===== config.mk =====
export PLATFORM = sky130hd
export DESIGN_NAME = pipe_stage_reg
export DESIGN_NICKNAME = d
export VERILOG_FILES = /design/src/rtl/pipe_stage_reg.sv
export SDC_FILE = /design/constraint.sdc
export NUM_CORES = 1
export LEC_CHECK = 0
export CORE_MARGIN = 10
export CORE_UTILIZATION = 43
export CTS_BUF_LIST = sky130_fd_sc_hd__clkbuf_2 sky130_fd_sc_hd__clkbuf_4 sky130_fd_sc_hd__clkbuf_8
export DETAILED_ROUTE_END_ITERATION = 6
export PLACE_DENSITY = 0.86
export SKIP_LAST_GASP = 1
export SYNTH_ARGS = -nofsm -noshare
export SYNTH_HDL_FRONTEND = slang
export SYNTH_SLANG_ARGS = --single-unit

===== constraint.sdc =====
create_clock -name clk_i -period 1.27 [get_ports clk_i]
set_input_delay 0.1905 -clock clk_i [delete_from_list [all_inputs] [get_ports clk_i]]
set_output_delay 0.1905 -clock clk_i [all_outputs]
set_load 0.01 [all_outputs]

===== src/rtl/pipe_stage_reg.sv =====
// pipe_stage_reg -- one-entry valid/ready pipeline register with optional skid.
//
// Build option: define PIPE_STAGE_SKID_EN to add one skid entry behind the
// output register. In that build in_ready_o is a registered "skid empty" flag,
// so the upstream ready path does not depend combinationally on out_ready_i.
// Without it, the stage holds a single entry and in_ready_o is combinational.
//
// Control bits are zeroed whenever the output holds no valid entry, so a
// bubble never carries stale control downstream. Payload data is left as-is
// on a bubble, except that flush and reset zero it.

module pipe_stage_reg #(
  parameter int DATA_W = 32,
  parameter int CTRL_W = 8
) (
  input  logic              clk_i,
  input  logic              rst_i,
  input  logic              flush_i,
  input  logic              in_valid_i,
  output logic              in_ready_o,
  input  logic [CTRL_W-1:0] in_ctrl_i,
  input  logic [DATA_W-1:0] in_data_i,
  output logic              out_valid_o,
  input  logic              out_ready_i,
  output logic [CTRL_W-1:0] out_ctrl_o,
  output logic [DATA_W-1:0] out_data_o,
  output logic [1:0]        count_o
);

  // Output register
  logic              out_valid_q, out_valid_d;
  logic [CTRL_W-1:0] out_ctrl_q,  out_ctrl_d;
  logic [DATA_W-1:0] out_data_q,  out_data_d;

  logic in_xfer;
  logic out_xfer;

  assign in_xfer  = in_valid_i && in_ready_o;
  assign out_xfer = out_valid_q && out_ready_i;

  assign out_valid_o = out_valid_q;
  assign out_ctrl_o  = out_ctrl_q;
  assign out_data_o  = out_data_q;

`ifdef PIPE_STAGE_SKID_EN

  // Skid entry plus registered ready. Invariant: the skid entry is only ever
  // valid while the output entry is valid, so it always holds the younger one.
  logic              skid_valid_q, skid_valid_d;
  logic [CTRL_W-1:0] skid_ctrl_q,  skid_ctrl_d;
  logic [DATA_W-1:0] skid_data_q,  skid_data_d;
  logic              in_ready_q,   in_ready_d;

  assign in_ready_o = in_ready_q;
  assign count_o    = {out_valid_q & skid_valid_q, out_valid_q ^ skid_valid_q};

  // Next-state for output and skid entries; flush wins over any transfer
  always_comb begin
    out_valid_d  = out_valid_q;
    out_ctrl_d   = out_ctrl_q;
    out_data_d   = out_data_q;
    skid_valid_d = skid_valid_q;
    skid_ctrl_d  = skid_ctrl_q;
    skid_data_d  = skid_data_q;
    if (flush_i) begin
      out_valid_d  = 1'b0;
      out_ctrl_d   = '0;
      out_data_d   = '0;
      skid_valid_d = 1'b0;
      skid_ctrl_d  = '0;
      skid_data_d  = '0;
    end else if (out_xfer || !out_valid_q) begin
      // Output slot frees up on this edge: oldest remaining entry moves in.
      if (skid_valid_q) begin
        // in_ready_o is low here, so no new entry can arrive this edge.
        out_valid_d  = 1'b1;
        out_ctrl_d   = skid_ctrl_q;
        out_data_d   = skid_data_q;
        skid_valid_d = 1'b0;
        skid_ctrl_d  = '0;
      end else if (in_xfer) begin
        out_valid_d = 1'b1;
        out_ctrl_d  = in_ctrl_i;
        out_data_d  = in_data_i;
      end else begin
        out_valid_d = 1'b0;
        out_ctrl_d  = '0;
      end
    end else if (in_xfer) begin
      // Output is stalled: park the accepted entry in the skid slot.
      skid_valid_d = 1'b1;
      skid_ctrl_d  = in_ctrl_i;
      skid_data_d  = in_data_i;
    end
    in_ready_d = !skid_valid_d;
  end

  // Skid entry and ready flop
  always_ff @(posedge clk_i or negedge rst_i) begin
    if (!rst_i) begin
      skid_valid_q <= 1'b0;
      skid_ctrl_q  <= '0;
      skid_data_q  <= '0;
      in_ready_q   <= 1'b1;
    end else begin
      skid_valid_q <= skid_valid_d;
      skid_ctrl_q  <= skid_ctrl_d;
      skid_data_q  <= skid_data_d;
      in_ready_q   <= in_ready_d;
    end
  end

`else

  // Single-entry stage: can take a new entry when empty or draining this edge.
  assign in_ready_o = !out_valid_q || out_ready_i;
  assign count_o    = {1'b0, out_valid_q};

  // Next-state for the output entry; flush wins over any transfer
  always_comb begin
    out_valid_d = out_valid_q;
    out_ctrl_d  = out_ctrl_q;
    out_data_d  = out_data_q;
    if (flush_i) begin
      out_valid_d = 1'b0;
      out_ctrl_d  = '0;
      out_data_d  = '0;
    end else if (in_xfer) begin
      out_valid_d = 1'b1;
      out_ctrl_d  = in_ctrl_i;
      out_data_d  = in_data_i;
    end else if (out_xfer) begin
      out_valid_d = 1'b0;
      out_ctrl_d  = '0;
    end
  end

`endif

  // Output register
  always_ff @(posedge clk_i or negedge rst_i) begin
    if (!rst_i) begin
      out_valid_q <= 1'b0;
      out_ctrl_q  <= '0;
      out_data_q  <= '0;
    end else begin
      out_valid_q <= out_valid_d;
      out_ctrl_q  <= out_ctrl_d;
      out_data_q  <= out_data_d;
    end
  end

endmodule


==> reports/results.ini <==
[detailed_routing]
drt-total-wl_um = 5430
drcViolationCount = 0
firstDrtPassIters = 4
drt_iter0_drc = 82
vias = 1653
ant_nets = 0
avgViaCountPerCell = 5.25
routedWlPerCell_um = 17.2

[layout]
drive_gt1_share_pct = 21.3
area_delta_synth_final_pct = 47.9
seqCellArea_um2 = 1030
antenna_cells = 0
fill_cells = 396
finish.instance_area_um2 = 2940
multi_input_area_um2 = 836
nNetsFinal = 307
postLayoutCoreUtil_pct = 66.7

[hold_path]
hold_path_depth = 3
hold_class = in -> reg

[worst_setup_path]
r2r-start = out_valid_o$_DFFE_PN0P_
critPathArrivalTime_ns = 1.41
rr_worst_depth = 5
end_kind = register
r2r_setup_slack_ns = 0.13
required_ns = 1.47
critPathLaunchType = input pin
crit_type = in -> reg
critPathCapture = out_data_o[4]$_DFFE_PN0P_
cp_max_fo = 21
r2r-end = out_ctrl_o[6]$_DFFE_PN0P_
setup.worst_path.start = out_ready_i

[global_routing]
grt_pass1_wl_um = 8540
grt_max_degree = 42
antenna_found_initial = 0
grtUsageTotal_pct = 13.6
grt_pass1_vias = 1682
overflow = 0

[synth]
synth-adder-area-share_pct = 0
synth_compound_area_share_pct = 31.3
syn_avg_cell_area_um2 = 11.0
muxShareOfSynthArea_pct = 0.503
ys_seq_area_share_pct = 51.5
synth_top_family_by_area = compound AO/OA/AOI/OAI gates
synth-simple-area-share_pct = 9.87
syn_nets = 226
syn_inst = 181
synth-xor-area-share_pct = 0
yosysUniqueCellTypes = 17
yosysWarnings = 0
syn-cell-area_um2 = 1990
synth-seq-cells = 41

[placement]
hpwl_um = 3770
placement.io_buffers = 87
dpl_cell_area_um2 = 2900
globalplace.congestion = 0.673

[outcome]
status = finished clean

[cts]
clock_latency_ns = 0.28
cts_tree = yes
cts_root_buf = clkbuf_8
tritoncts.num_buffers = 5
cts-htree-levels = 2
clock_path_buffers = 2
numClockSinks = 41
clk_pin_slew_worst_paths_ns = 0.07
cts_setup_buffers = 0

[sta]
fin_skew_ns = 0.00421
post-route-min-period_ns = 1.21
finalSetupTns_ns = 0
rsz0062_at_grt = true
final-setup-viol-count = 0
fin_crit_sh_pct = 95.3
fmax_ghz = 0.827
slew_viol_final = 0
hold_viol_final = 0
whs_ns = 0.347

[floorplanning]
io_pins = 89
rows = 24
dieHeight_um = 88.0
start_util_pct = 45.1
design.core.area_um2 = 4410
die_width_um = 88.0
fp.dieArea_um2 = 7750

[power]
p_per_area_nw_per_um2 = 975
leakagePower_nw = 1.40
irDropWorstVdd_v = 0.000551

[run]
maxCapViolCount = 0

==> report_power, final <==
| part | switching, mW | internal [mW] | total (mW) |
|---|---|---|---|
| Sequential | 0.0329 | 1.38 | 1.41 |
| Combinational | 0.280 | 0.323 | 0.603 |
| Clock | 0.405 | 0.455 | 0.859 |
==> critical path: stages <==
cell and delay (ns):
clkdlybuf4s50_1 0.42, nand2b_2 0.22, buf_4 0.22, a21bo_2 0.22
a21oi_1 0.14
==> registers in the layout, summed over array words and instances, names as in the netlist <==
register     count
out_valid_o      1
out_data_o      32
out_ctrl_o       8
==> kinds of logic (layout without fill, tap and decap cells) <==
family	after synthesis	after routing
AO/OA/AOI/OAI	73	73
flip-flops	41	41
AND/OR/NAND/NOR	41	41
buffers and inverters	24	106
other	1	1
multiplexers	1	1
==> layer usage <==
| metal | vias up | track usage, % | routed length (um) |
|---|---|---|---|
| met5 | - | 0 | 0 |
| met4 | 0 | 3.42 | 40 |
| met3 | 5 | 6.69 | 553 |
| met2 | 50 | 21.0 | 2530 |
| met1 | 796 | 16.7 | 2300 |
| li1 | 802 | - | - |
==> layout make-up <==
class | count | share of cell area [%]
clock buffer | 8 | 3.10
inverter | 1 | 0.127
multi-input combinational | 116 | 28.4
sequential | 41 | 34.8
tap | 52 | 2.21
timing repair buffer | 97 | 31.3
==> what timing repair did <==
action,CTS,global route
hold buffers,1,0
endpoints found under the setup margin,43,8
endpoints found under the hold margin,41,0
resized for setup,45,5
==> placed cells by master, fill, tap and decap left out <==
master	netlist	layout
buf_2	6	3
dfrtp_1	41	41
clkbuf_4	0	3
clkdlybuf4s50_1	0	41
buf_4	3	4
clkbuf_8	0	5
a21oi_1	15	15
conb_1	1	1
dlygate4sd3_1	0	1
dlygate4sd2_1	0	40
clkbuf_2	0	3
a21oi_2	18	18
inv_1	1	1
nand2b_2	0	1
buf_12	0	4
a21bo_1	18	18
a32oi_1	8	8
nor2_1	8	8
a21bo_2	14	14
mux2i_1	1	1
buf_6	3	1
nand3_1	32	32
==> worst min-delay path by stage <==
stage,startpoint,endpoint,slack (ns)
floorplan,rst_i,out_ctrl_o[0]$_DFFE_PN0P_,-0.11
global placement,rst_i,out_data_o[25]$_DFFE_PN0P_,0.18
detailed placement,rst_i,out_data_o[23]$_DFFE_PN0P_,0.18
CTS,flush_i,out_data_o[27]$_DFFE_PN0P_,0.35
global route,flush_i,out_data_o[15]$_DFFE_PN0P_,0.36
finish,flush_i,out_data_o[18]$_DFFE_PN0P_,0.35
==> cells in the mapped netlist (all sizes together) <==
library cell	instances	share of area (%)
a21oi	33	12
nor2	8	1.5
nand3	32	8.0
buf	14	4.7
a21bo	32	16
mux2i	1	0.50
inv	1	0.19
nand2b	1	0.31
clkbuf	9	1.7
a32oi	8	3.5
conb	1	0.19
dfrtp	41	52
==> metrics by stage <==
stage | total power, mW | instances | setup slack, ns
floorplan | 1.72 | 181 | 0.0975
global placement | 2.09 | 306 | -0.313
detailed placement | 2.10 | 306 | -0.318
CTS | 2.92 | 315 | -0.0646
global route | 3.02 | 315 | -0.00664
finish | 2.87 | 315 | 0.0602
Note: power is estimated with default switching activity, not from simulation.
